[config.mk]
export PLATFORM = sky130hd
export DESIGN_NAME = alioth_sys_bus_flat
export DESIGN_NICKNAME = d
export VERILOG_FILES = /design/src/rtl/alioth_sys_bus_if.sv /design/src/rtl/alioth_sys_bus.sv /design/src/flat_wrapper.sv
export SDC_FILE = /design/constraint.sdc
export NUM_CORES = 1
export LEC_CHECK = 0
export BUFFER_PORTS_ARGS = -buffer_cell sky130_fd_sc_hd__buf_2
export CAP_MARGIN = 20
export CELL_PAD_IN_SITES_DETAIL_PLACEMENT = 1
export CELL_PAD_IN_SITES_GLOBAL_PLACEMENT = 1
export CORE_UTILIZATION = 30
export DETAILED_ROUTE_END_ITERATION = 10
export PLACE_DENSITY = 0.76
export SYNTH_ARGS = -nofsm -noshare
export SYNTH_HDL_FRONTEND = slang
export SYNTH_SLANG_ARGS = --single-unit
[constraint.sdc]
create_clock -name clk -period 1.7 [get_ports clk]
set_clock_uncertainty 0.05 [all_clocks]
set_input_delay 0.085 -clock clk [delete_from_list [all_inputs] [get_ports clk]]
set_output_delay 0.085 -clock clk [all_outputs]
set_load 0.05 [all_outputs]
[src/rtl/alioth_sys_bus_if.sv]
// Master-side and slave-side bundles of the alioth system bus.
// The interconnect takes the slave view of the masters and the master view of the slaves.
interface alioth_sys_bus_mst_if #(
    parameter int NUM_MASTERS = 2,
    parameter int DATA_W      = 32
);
    logic [NUM_MASTERS-1:0]        m_req_i;
    logic [NUM_MASTERS-1:0]        m_we_i;
    logic [NUM_MASTERS*32-1:0]     m_addr_i;
    logic [NUM_MASTERS*DATA_W-1:0] m_wdata_i;
    logic [NUM_MASTERS-1:0]        m_gnt_o;
    logic [NUM_MASTERS-1:0]        m_rvalid_o;
    logic [DATA_W-1:0]             m_rdata_o;
    logic                          m_err_o;

    modport master (
        output m_req_i, m_we_i, m_addr_i, m_wdata_i,
        input  m_gnt_o, m_rvalid_o, m_rdata_o, m_err_o
    );
    modport slave (
        input  m_req_i, m_we_i, m_addr_i, m_wdata_i,
        output m_gnt_o, m_rvalid_o, m_rdata_o, m_err_o
    );
endinterface

interface alioth_sys_bus_slv_if #(
    parameter int NUM_SLAVES = 4,
    parameter int DATA_W     = 32
);
    logic [NUM_SLAVES-1:0]        s_req_o;
    logic                         s_we_o;
    logic [31:0]                  s_addr_o;
    logic [DATA_W-1:0]            s_wdata_o;
    logic [NUM_SLAVES-1:0]        s_rvalid_i;
    logic [NUM_SLAVES*DATA_W-1:0] s_rdata_i;

    modport master (
        output s_req_o, s_we_o, s_addr_o, s_wdata_o,
        input  s_rvalid_i, s_rdata_i
    );
    modport slave (
        input  s_req_o, s_we_o, s_addr_o, s_wdata_o,
        output s_rvalid_i, s_rdata_i
    );
endinterface

[src/rtl/alioth_sys_bus.sv]
// Single-outstanding round-robin system bus interconnect, top-nibble slave decode.
// Optional WAIT watchdog enabled by defining ALIOTH_BUS_TIMEOUT_EN.
module alioth_sys_bus #(
    parameter int NUM_MASTERS    = 2,
    parameter int NUM_SLAVES     = 4,
    parameter int DATA_W         = 32,
    parameter int TIMEOUT_CYCLES = 256
) (
    input  logic                 clk,
    input  logic                 rst,
    alioth_sys_bus_mst_if.slave  mst,
    alioth_sys_bus_slv_if.master slv
);
    localparam int MW = (NUM_MASTERS > 1) ? $clog2(NUM_MASTERS) : 1;

    typedef enum logic [2:0] {IDLE, REQ, WAIT, RESP, ERR} state_e;

    if (TIMEOUT_CYCLES < 2) begin : g_tmo_chk
        $error("alioth_sys_bus: TIMEOUT_CYCLES must be >= 2");
    end

    state_e                  state_q, state_d;
    logic [MW-1:0]           last_q, last_d;
    logic [MW-1:0]           win_q, win_d;
    logic [3:0]              sel_q, sel_d;
    logic                    we_q, we_d;
    logic [31:0]             addr_q, addr_d;
    logic [DATA_W-1:0]       wdata_q, wdata_d;
    logic [DATA_W-1:0]       rdata_q, rdata_d;
    logic [NUM_MASTERS-1:0]  gnt_q, gnt_d;
    logic [NUM_MASTERS-1:0]  rvalid_q, rvalid_d;
    logic                    err_q, err_d;
    logic [DATA_W-1:0]       mrdata_q, mrdata_d;
    logic [NUM_SLAVES-1:0]   sreq_q, sreq_d;
`ifdef ALIOTH_BUS_TIMEOUT_EN
    localparam int CNT_W = $clog2(TIMEOUT_CYCLES);
    logic [CNT_W-1:0]        cnt_q, cnt_d;
`endif

    logic                    found;
    logic [MW-1:0]           pick;
    logic                    hit;
    logic [DATA_W-1:0]       sdat;

    // Round-robin: first requester at or after last_grant+1, wrapping.
    always_comb begin
        found = 1'b0;
        pick  = '0;
        for (int i = 1; i <= NUM_MASTERS; i++) begin
            for (int j = 0; j < NUM_MASTERS; j++) begin
                if (!found && mst.m_req_i[j] &&
                    j == (int'(last_q) + i) % NUM_MASTERS) begin
                    found = 1'b1;
                    pick  = MW'(j);
                end
            end
        end
    end

    always_comb begin
        hit  = 1'b0;
        sdat = '0;
        for (int s = 0; s < NUM_SLAVES; s++) begin
            if (sel_q == 4'(s)) begin
                hit  = slv.s_rvalid_i[s];
                sdat = slv.s_rdata_i[s*DATA_W +: DATA_W];
            end
        end
    end

    always_comb begin
        state_d  = state_q;
        last_d   = last_q;
        win_d    = win_q;
        sel_d    = sel_q;
        we_d     = we_q;
        addr_d   = addr_q;
        wdata_d  = wdata_q;
        rdata_d  = rdata_q;
        gnt_d    = '0;
        rvalid_d = '0;
        err_d    = 1'b0;
        mrdata_d = '0;
        sreq_d   = '0;
`ifdef ALIOTH_BUS_TIMEOUT_EN
        cnt_d    = cnt_q;
`endif
        unique case (state_q)
            IDLE: begin
                if (found) begin
                    for (int m = 0; m < NUM_MASTERS; m++) begin
                        if (pick == MW'(m)) begin
                            addr_d   = mst.m_addr_i[m*32 +: 32];
                            we_d     = mst.m_we_i[m];
                            wdata_d  = mst.m_wdata_i[m*DATA_W +: DATA_W];
                            gnt_d[m] = 1'b1;
                        end
                    end
                    win_d   = pick;
                    last_d  = pick;
                    sel_d   = addr_d[31:28];
                    state_d = (int'(addr_d[31:28]) < NUM_SLAVES) ? REQ : ERR;
                end
            end
            REQ: begin
                for (int s = 0; s < NUM_SLAVES; s++) begin
                    sreq_d[s] = (sel_q == 4'(s));
                end
`ifdef ALIOTH_BUS_TIMEOUT_EN
                cnt_d   = '0;
`endif
                state_d = WAIT;
            end
            WAIT: begin
                if (hit) begin
                    rdata_d = sdat;
                    state_d = RESP;
                end
`ifdef ALIOTH_BUS_TIMEOUT_EN
                else if (cnt_q == CNT_W'(TIMEOUT_CYCLES - 1)) begin
                    state_d = ERR;
                end else begin
                    cnt_d = cnt_q + 1'b1;
                end
`endif
            end
            RESP: begin
                for (int m = 0; m < NUM_MASTERS; m++) begin
                    rvalid_d[m] = (win_q == MW'(m));
                end
                mrdata_d = rdata_q;
                state_d  = IDLE;
            end
            ERR: begin
                for (int m = 0; m < NUM_MASTERS; m++) begin
                    rvalid_d[m] = (win_q == MW'(m));
                end
                err_d   = 1'b1;
                state_d = IDLE;
            end
            default: state_d = IDLE;
        endcase
    end

    always_ff @(posedge clk or negedge rst) begin
        if (!rst) begin
            state_q  <= IDLE;
            last_q   <= MW'(NUM_MASTERS - 1);
            win_q    <= '0;
            sel_q    <= '0;
            we_q     <= 1'b0;
            addr_q   <= '0;
            wdata_q  <= '0;
            rdata_q  <= '0;
            gnt_q    <= '0;
            rvalid_q <= '0;
            err_q    <= 1'b0;
            mrdata_q <= '0;
            sreq_q   <= '0;
`ifdef ALIOTH_BUS_TIMEOUT_EN
            cnt_q    <= '0;
`endif
        end else begin
            state_q  <= state_d;
            last_q   <= last_d;
            win_q    <= win_d;
            sel_q    <= sel_d;
            we_q     <= we_d;
            addr_q   <= addr_d;
            wdata_q  <= wdata_d;
            rdata_q  <= rdata_d;
            gnt_q    <= gnt_d;
            rvalid_q <= rvalid_d;
            err_q    <= err_d;
            mrdata_q <= mrdata_d;
            sreq_q   <= sreq_d;
`ifdef ALIOTH_BUS_TIMEOUT_EN
            cnt_q    <= cnt_d;
`endif
        end
    end

    assign mst.m_gnt_o    = gnt_q;
    assign mst.m_rvalid_o = rvalid_q;
    assign mst.m_rdata_o  = mrdata_q;
    assign mst.m_err_o    = err_q;
    assign slv.s_req_o    = sreq_q;
    assign slv.s_we_o     = we_q;
    assign slv.s_addr_o   = addr_q;
    assign slv.s_wdata_o  = wdata_q;
endmodule
[src/flat_wrapper.sv]
// flat-port wrapper written by rule: the top's interface ports become plain ports
module alioth_sys_bus_flat 
#(
    parameter int NUM_MASTERS    = 2,
    parameter int NUM_SLAVES     = 4,
    parameter int DATA_W         = 32,
    parameter int TIMEOUT_CYCLES = 256
)
  (clk, rst, mst_m_req_i, mst_m_we_i, mst_m_addr_i, mst_m_wdata_i, mst_m_gnt_o, mst_m_rvalid_o, mst_m_rdata_o, mst_m_err_o, slv_s_req_o, slv_s_we_o, slv_s_addr_o, slv_s_wdata_o, slv_s_rvalid_i, slv_s_rdata_i);
  alioth_sys_bus_mst_if #(.NUM_MASTERS(NUM_MASTERS), .DATA_W(DATA_W)) mst_i ();
  alioth_sys_bus_slv_if #(.NUM_SLAVES(NUM_SLAVES), .DATA_W(DATA_W)) slv_i ();
  input  logic clk;
  input  logic rst;
  input wire logic [$bits(mst_i.m_req_i)-1:0] mst_m_req_i;
  input wire logic [$bits(mst_i.m_we_i)-1:0] mst_m_we_i;
  input wire logic [$bits(mst_i.m_addr_i)-1:0] mst_m_addr_i;
  input wire logic [$bits(mst_i.m_wdata_i)-1:0] mst_m_wdata_i;
  output wire logic [$bits(mst_i.m_gnt_o)-1:0] mst_m_gnt_o;
  output wire logic [$bits(mst_i.m_rvalid_o)-1:0] mst_m_rvalid_o;
  output wire logic [$bits(mst_i.m_rdata_o)-1:0] mst_m_rdata_o;
  output wire logic [$bits(mst_i.m_err_o)-1:0] mst_m_err_o;
  output wire logic [$bits(slv_i.s_req_o)-1:0] slv_s_req_o;
  output wire logic [$bits(slv_i.s_we_o)-1:0] slv_s_we_o;
  output wire logic [$bits(slv_i.s_addr_o)-1:0] slv_s_addr_o;
  output wire logic [$bits(slv_i.s_wdata_o)-1:0] slv_s_wdata_o;
  input wire logic [$bits(slv_i.s_rvalid_i)-1:0] slv_s_rvalid_i;
  input wire logic [$bits(slv_i.s_rdata_i)-1:0] slv_s_rdata_i;
  assign mst_i.m_req_i = mst_m_req_i;
  assign mst_i.m_we_i = mst_m_we_i;
  assign mst_i.m_addr_i = mst_m_addr_i;
  assign mst_i.m_wdata_i = mst_m_wdata_i;
  assign mst_m_gnt_o = mst_i.m_gnt_o;
  assign mst_m_rvalid_o = mst_i.m_rvalid_o;
  assign mst_m_rdata_o = mst_i.m_rdata_o;
  assign mst_m_err_o = mst_i.m_err_o;
  assign slv_s_req_o = slv_i.s_req_o;
  assign slv_s_we_o = slv_i.s_we_o;
  assign slv_s_addr_o = slv_i.s_addr_o;
  assign slv_s_wdata_o = slv_i.s_wdata_o;
  assign slv_i.s_rvalid_i = slv_s_rvalid_i;
  assign slv_i.s_rdata_i = slv_s_rdata_i;
  alioth_sys_bus #(.NUM_MASTERS(NUM_MASTERS), .NUM_SLAVES(NUM_SLAVES), .DATA_W(DATA_W), .TIMEOUT_CYCLES(TIMEOUT_CYCLES)) u_core (.clk(clk), .rst(rst), .mst(mst_i), .slv(slv_i));
endmodule
* Yosys cells after proc, flatten, opt, wreduce, memory -nomap -nowiden
Cells that the tools add are included.
Storage, ports and cells: flip-flop bits (word level) 147, output and inout port bits 106, word-level logic and storage cells 80
Operators by class: $add $sub $neg 2, magnitude comparators 1, eq/ne operators 11, multiplexer cells 32, bitwise gates (word level) 3, reduce and logical (&&, ||, !) cells 18
Operators with widths (number):
- $mux W32 | 9
- $logic_not A32 Y1 | 2
- $mux W1 | 15
- $mux W3 | 3
- $pmux W3 S3 | 1
- $eq A4 B2 Y1 const B | 2
- $logic_and A1 B1 Y1 | 7
- $eq A3 B2 Y1 const B | 2
- $mux W2 | 3
- $reduce_and A2 Y1 | 3
- $eq A2 B2 Y1 const A | 2
- $eq A4 B1 Y1 const B | 1
- $logic_not A4 Y1 | 1
- $lt A4 B3 Y1 const B | 1
- $mux W4 | 1
- $ne A2 B1 Y1 const B | 2
- $eq A3 B1 Y1 const B | 1
- $eq A3 B3 Y1 const B | 1
- $logic_not A1 Y1 | 3
- $logic_not A3 Y1 | 1
- $add A1 B1 Y1 const B | 2
- $and A1 B1 Y1 const A | 2
- $reduce_or A2 Y1 | 1
- $not A1 Y1 | 1

* Depth between registers and ports, before layout
Gate-level depths: netlist of the first run.
depth in word-level cells 24, depth in mapped cells 5, depth with buffers taken out 3

* Worst setup path before layout of the first run
No wires, ideal clock.
path type register to register, from register, netlist name u_core.slv.s_addr_o[28], to register u_core.rdata_q[10], arrival 2.033 ns, required time 1.525 ns, setup slack -0.508 ns, stages on the path, launching flop included 6, buffers on the path 2, period minus slack after synthesis 2.208 ns, path through dfrtp_1 buf_4 mux4_2 nand3_2 buf_6 mux2_2
RTL lines:
- end signal, assigned | RTL line alioth_sys_bus.sv:171 | rdata_q <= rdata_d;
- end, declared | RTL line alioth_sys_bus.sv:29 | logic [DATA_W-1:0] rdata_q, rdata_d;

* Final worst setup path of the first run
from register u_core.state_q[2], to register u_core.addr_q[23], in the netlist u_core.slv.s_addr_o[23]
On the way: cells in the longest elaborated chain, start to end 2
Ends and longest elaborated chain:
- start, declared | RTL line alioth_sys_bus.sv:22 | state_e state_q, state_d;
- start signal, assigned | RTL line alioth_sys_bus.sv:164 | state_q <= state_d;
- $logic_not A3 Y1 | RTL line alioth_sys_bus.sv:88 | unique case (state_q)
- $reduce_and A2 Y1 (no source line)
- end signal, assigned | RTL line alioth_sys_bus.sv:169 | addr_q <= addr_d;
- end, declared | RTL line alioth_sys_bus.sv:27 | logic [31:0] addr_q, addr_d;
Every way passes these cells. A chain may end at the register's enable or synchronous reset.

==> impl_metrics.json, run 1 <==
{
  "status": "complete, but fails checks",
  "violations": "negative setup slack",
  "cts_tree": "yes",
  "syn_to_final_growth_pct": 57.8,
  "viasPerCell": 4.91,
  "route.met3.wl_um": 1710,
  "syn_inst": 495,
  "setup_viol": 88,
  "r2r_start": "u_core.state_q[2]$_DFFE_PN0P_",
  "clockRootBuffer": "clkbuf_16",
  "h-tree-depth": 4,
  "wl_met1_um": 9270,
  "switching_share": 0.444,
  "pre_cts_slack_ps": -180,
  "finalMaxSlewViolations": 0,
  "gp_congestion": 0.780,
  "port_buffers": 371,
  "antenna_found_initial": 6,
  "p_per_area_nw_per_um2": 1760,
  "fmax_ghz": 0.566,
  "hold_violations": 0,
  "drive_above_1_share": 0.549,
  "drcViolationCount": 0,
  "start_util": 0.309,
  "grt_pass1_wl_um": 37100,
  "ys_types": 27,
  "die_y_um": 150,
  "whs_endpoint": "u_core.sel_q[3]$_DFFE_PN0P_",
  "hold_depth": 3,
  "cp.arrival_ps": 2000,
  "hp-start": "mst_m_addr_i[31]",
  "fillers": 2371,
  "post-route-period-util": 1.04,
  "grt_start_max_net_pins": 47,
  "syn_area_um2": 6550,
  "p_int_uw": 10100,
  "critPathCaptureType": "flop",
  "setup_slack_ps": -65.3,
  "cts_num_sinks": 143,
  "vdd_ir_drop_max_mv": 1.14,
  "overflow": 0,
  "seqPwrFrac": 0.289,
  "wl_um": 25100,
  "drt_iter0_drc": 171,
  "synth_seq_area_share": 0.546,
  "drt_pass1_iterations": 4,
  "final_core_utilization": 0.487,
  "p_leak_uw": 0.00535,
  "top_layer": "met4",
  "wl_met2_um": 13500,
  "clk_latency_ps": 410,
  "r2r_setup_slack_ps": -70,
  "rsz0062_at_grt": "true",
  "finalNetCount": 1217,
  "critPathKind": "flop to flop",
  "ys_seq_elements": 143,
  "worst_pin_slew_ps": 452,
  "syn_nets": 761,
  "cp_max_fo": 20,
  "ios": 372,
  "switchingPower_uw": 8080,
  "dp_hpwl_um": 17200,
  "die_w_um": 150,
  "worst-r2r-cell-count": 4,
  "grt_use_total": 0.221,
  "slew_headroom": 0.699,
  "drv_cap": 0,
  "design.die.area_um2": 22400,
  "core-area_um2": 21200,
  "min_period_ps": 1770,
  "clockBufferDepth": 2,
  "r2r-end": "u_core.slv.s_addr_o[23]$_DFFE_PN0P_",
  "rows": 53,
  "worstPathRequired_ps": 1930,
  "clkPwrFrac": 0.200,
  "finalSetupTns_ps": -2840,
  "grt_pass1_vias": 6757,
  "cts_buffers": 17,
  "ys_warn_count": 0,
  "p_comb_frac": 0.510,
  "clk_pin_slew_worst_paths_ps": 60,
  "avgSynthCellArea_um2": 13.2,
  "detail-route-antenna-nets": 0,
  "vias": 6107,
  "start_kind": "flop",
  "hp-class": "primary input to flop",
  "power_uw": 18200,
  "routedWlPerCell_um": 20.2
}
==> flip-flops by register name, summed over array words and instances (netlist names) <==
signal,count
u_core.mst.m_rdata_o,32
u_core.slv.s_we_o,1
u_core.win_q,1
u_core.last_q,1
u_core.slv.s_wdata_o,32
u_core.slv.s_addr_o,31
u_core.rdata_q,32
u_core.sel_q,1
u_core.mst.m_err_o,1
u_core.mst.m_rvalid_o,2
u_core.state_q,3
u_core.mst.m_gnt_o,2
u_core.slv.s_req_o,4
==> final cells by class <==
class / count / area (µm²) / area share
clock buffers: 18 / 439 / 0.0425
repair buffers: 477 / 3030 / 0.293
well taps: 275 / 344 / 0.0333
diodes: 5 / 12.5 / 0.00121
multi-input cells: 257 / 2580 / 0.250
inverters: 55 / 206 / 0.0200
flip-flops and latches: 143 / 3580 / 0.347
clock inverters: 14 / 136 / 0.0132
==> cell families (layout without fill, tap and decap cells) <==
logic type	count (synthesis)	in the layout	synth area share
and+or+nand+nor	109	109	0.0909
buffers and inverters	95	564	0.0636
AOI/OAI and AO/OA	59	59	0.0900
other	0	5	0
muxes	88	88	0.208
DFF	143	143	0.546
xor gates and xnor gates	1	1	0.00134
==> power groups by stage <==
stage / sequential [µW] / combinational, µW / clock (µW)
after floorplan: 8050 / 3460 / 0
after global placement: 5250 / 8660 / 0
after detailed placement: 5260 / 8910 / 0
after CTS: 5250 / 9050 / 3750
after global routing: 5400 / 9790 / 3900
final: 5260 / 9270 / 3640
==> cell usage after synthesis, drive strengths merged <==
cell type	instances	share of area
o21ai	1	0.00076
and2	32	0.031
nor3	56	0.043
dfrtp	142	0.54
a21o	2	0.0023
nor2b	3	0.0029
xnor2	1	0.0013
dfstp	1	0.0040
o21bai	1	0.0029
mux2i	1	0.0015
nor3b	3	0.0034
or3	1	0.00096
mux4	33	0.11
mux2	54	0.093
inv	55	0.032
a221o	54	0.083
nor2	10	0.0057
a21bo	1	0.0015
nand4	1	0.00096
clkbuf	16	0.0092
and3b	1	0.0013
nand3	2	0.0023
buf	24	0.023
==> cell usage in the layout (no fill, tap or decap), types with 5 or more instances in the layout <==
master and count:
buf_2 370, dfrtp_1 140, dlygate4sd3_1 75, nor3_1 56, inv_1 55, a221o_1 54, mux2_2 53, mux4_2 33
and2_1 32, clkbuf_16 20, buf_4 17, nor2_1 10, buf_12 10, diode_2 5
==> worst max path at each step <==
stage	endpoint	start	depth (start not counted)	slack, ps
CTS	u_core.rdata_q[18]$_DFFE_PN0P_	u_core.slv.s_addr_o[28]$_DFFE_PN0P_	4	-60
floorplan	u_core.rdata_q[10]$_DFFE_PN0P_	u_core.slv.s_addr_o[28]$_DFFE_PN0P_	5	-310
global placement	u_core.slv.s_addr_o[28]$_DFFE_PN0P_	u_core.state_q[2]$_DFFE_PN0P_	4	-110
finish	u_core.slv.s_addr_o[23]$_DFFE_PN0P_	u_core.state_q[2]$_DFFE_PN0P_	4	-70
global route	u_core.rdata_q[18]$_DFFE_PN0P_	u_core.slv.s_addr_o[28]$_DFFE_PN0P_	4	-110
detailed placement	u_core.slv.s_addr_o[13]$_DFFE_PN0P_	u_core.state_q[2]$_DFFE_PN0P_	4	-180
==> metal layers <==
metal | global-route usage | vias up
li1 | - | 2720
met1 | 0.242 | 3058
met2 | 0.405 | 287
met3 | 0.0564 | 42
met4 | 0.0884 | 0
met5 | 0 | -
==> worst max-delay path, stage by stage (launching register included) <==
cell      delay (ps)
dfrtp_1          380
or3_4            440
o21bai_4         260
buf_12           190
a221o_1          320
==> timing repair <==
item                                   4_1_cts  5_1_grt
hold buffers                                75        0
endpoints found under the hold margin      206        0
pin swaps                                    0        1
setup buffers                                1        1
cloned                                       0        3
setup endpoints to repair                   97       91
gates resized for setup                      2        3
==> through the flow <==
step                      hold slack [ps]  cells  cell area [µm²]
final                                23.5   1244            10300
after global routing                 8.14   1244            10300
after CTS                            2.62   1235            10200
after detailed placement            -5.74   1127             8900
after global placement              -7.74   1127             8900
after floorplan                      -261    495             6570
Power figures use the tool's default switching activity.
==> run 2, diff against run 1 <==
- CORE_ASPECT_RATIO: not set -> 1.75
==> run 2 against run 1 <==
  * Die area hardly changed
  * Sequential share of layout area is 0.81 points lower
  * Non-clock buffer count is 10 higher
  * Worst hold slack better by 6.3 ps
  * The run still ends with negative setup slack left
  * Cell count is 1.9% higher
  * Sequential cell count stayed put
  * Via count is 0.29% lower
  * Critical endpoint is now u_core.slv.s_addr_o[19]$_DFFE_PN0P_
  * Register-to-register slack better by 30 ps
==> impl_metrics.json, run 2 (synthesis gave the netlist of run 1 again) <==
{
  "routedWlPerCell_um": 19.6,
  "vdd_ir_drop_max_mv": 1.21,
  "drcViolationCount": 0,
  "die_w_um": 114,
  "overflow": 0,
  "critPathKind": "flop to flop",
  "viasPerCell": 4.80,
  "antenna_found_initial": 3,
  "setup_viol": 45,
  "clockRootBuffer": "clkbuf_16",
  "worst_pin_slew_ps": 569,
  "rsz0062_at_grt": "true",
  "cp_max_fo": 41,
  "detail-route-antenna-nets": 0,
  "cts_num_sinks": 143,
  "pre_cts_slack_ps": -155,
  "syn_to_final_growth_pct": 61.5,
  "critPathCaptureType": "flop",
  "cts_buffers": 17,
  "setup_slack_ps": -39.0,
  "hp-class": "primary input to flop",
  "critPathTopFamily": "compound AO/OA/AOI/OAI gates",
  "min_period_ps": 1740,
  "drv_cap": 0,
  "grt_pass1_vias": 6845,
  "worstPathRequired_ps": 1960,
  "status": "complete, but fails checks",
  "drt_pass1_iterations": 4,
  "clockBufferDepth": 2,
  "core-area_um2": 21500,
  "post-route-period-util": 1.02,
  "finalMaxSlewViolations": 0,
  "rows": 71,
  "final_cell_mix": "buf_2, dfrtp_1, dlygate4sd3_1",
  "vias": 6089,
  "hold_violations": 0,
  "port_buffers": 371,
  "crit_buf_inv": 1,
  "slew_headroom": 0.621,
  "start_kind": "flop",
  "drive_above_1_share": 0.554,
  "fmax_ghz": 0.575,
  "power_uw": 18600,
  "clk_pin_slew_worst_paths_ps": 60,
  "design.die.area_um2": 22500,
  "finalNetCount": 1227,
  "cts_tree": "yes",
  "clk_latency_ps": 430,
  "drt_iter0_drc": 232,
  "violations": "negative setup slack",
  "crit_path_top_delay_cell": "or3_4",
  "p_leak_uw": 0.00552,
  "start_util": 0.305,
  "cp.arrival_ps": 2000,
  "p_per_area_nw_per_um2": 1760,
  "hold_slack_ps": 29.8,
  "grt_start_max_net_pins": 53,
  "cpPeakStageDelay_ps": 430,
  "crit_chain": "or3_4 -> o21bai_4 -> buf_12 -> a221o_1",
  "dp_hpwl_um": 17500,
  "grt_pass1_wl_um": 36900,
  "h-tree-depth": 4,
  "gp_congestion": 0.804,
  "wl_um": 24900,
  "finalSetupTns_ps": -850,
  "final_common_cell": "buf_2",
  "die_y_um": 197,
  "grt_use_total": 0.221,
  "ios": 372
}
-- run 2: final timing paths --
path / from / to / slack (ps) / depth (start not counted)
min: mst_m_addr_i[40] / u_core.slv.s_addr_o[8]$_DFFE_PN0P_ / 30 / 4
max reg2reg: u_core.state_q[2]$_DFFE_PN0P_ / u_core.slv.s_addr_o[19]$_DFFE_PN0P_ / -40 / 4
max in group asynchronous: rst / u_core.slv.s_wdata_o[26]$_DFFE_PN0P_ / 870 / 3
min in group asynchronous: rst / u_core.mst.m_rdata_o[3]$_DFF_PN0_ / 130 / 2
max: u_core.state_q[2]$_DFFE_PN0P_ / u_core.slv.s_addr_o[19]$_DFFE_PN0P_ / -40 / 4
min reg2reg: u_core.win_q$_DFFE_PN0P_ / u_core.mst.m_rvalid_o[0]$_DFF_PN0_ / 420 / 1
-- run 2: worst min-delay path, stage by stage --
cell and delay, ps:
buf_2 80, inv_1 30, nor3_1 170, a221o_1 120
-- run 2: repair_timing --
item | 4_1_cts | 5_1_grt
resized for setup | 14 | 24
hold buffers | 77 | 0
setup endpoints to repair | 99 | 90
pin swaps | 2 | 2
gates cloned | 2 | 1
buffers inserted | 5 | 1
endpoints found under the hold margin | 189 | 0
-- run 2: metrics by stage --
step	cells	area, µm²	utilization
floorplan	495	6570	-
global placement	1150	8940	0.416
detailed placement	1150	8940	0.416
CTS	1266	10500	0.488
global route	1268	10600	0.492
finish	1268	10600	0.492
-- run 2: cell type report --
type	instances	area, µm²
multi-input combinational	257	2670
clock buffer	18	439
timing repair buffer	487	3130
clock inverter	14	180
tap	292	365
inverter	55	206
antenna	2	5.00
sequential	143	3580
fill	2396	10900
-- run 2: layer usage --
layer / up-vias / global-route usage / share of wire
met4: 2 / 0.0989 / 0.031
met1: 3017 / 0.215 / 0.34
met2: 276 / 0.427 / 0.57
met5: - / 0 / 0.00052
met3: 47 / 0.0565 / 0.062
li1: 2747 / - / -
-- run 2: report_power, final --
group / internal [µW] / leakage (µW) / switching [µW]
clock network: 2370 / 0.000298 / 1570
logic: 3510 / 0.00338 / 5850
registers: 4600 / 0.00184 / 702
total: 10500 / 0.00552 / 8120
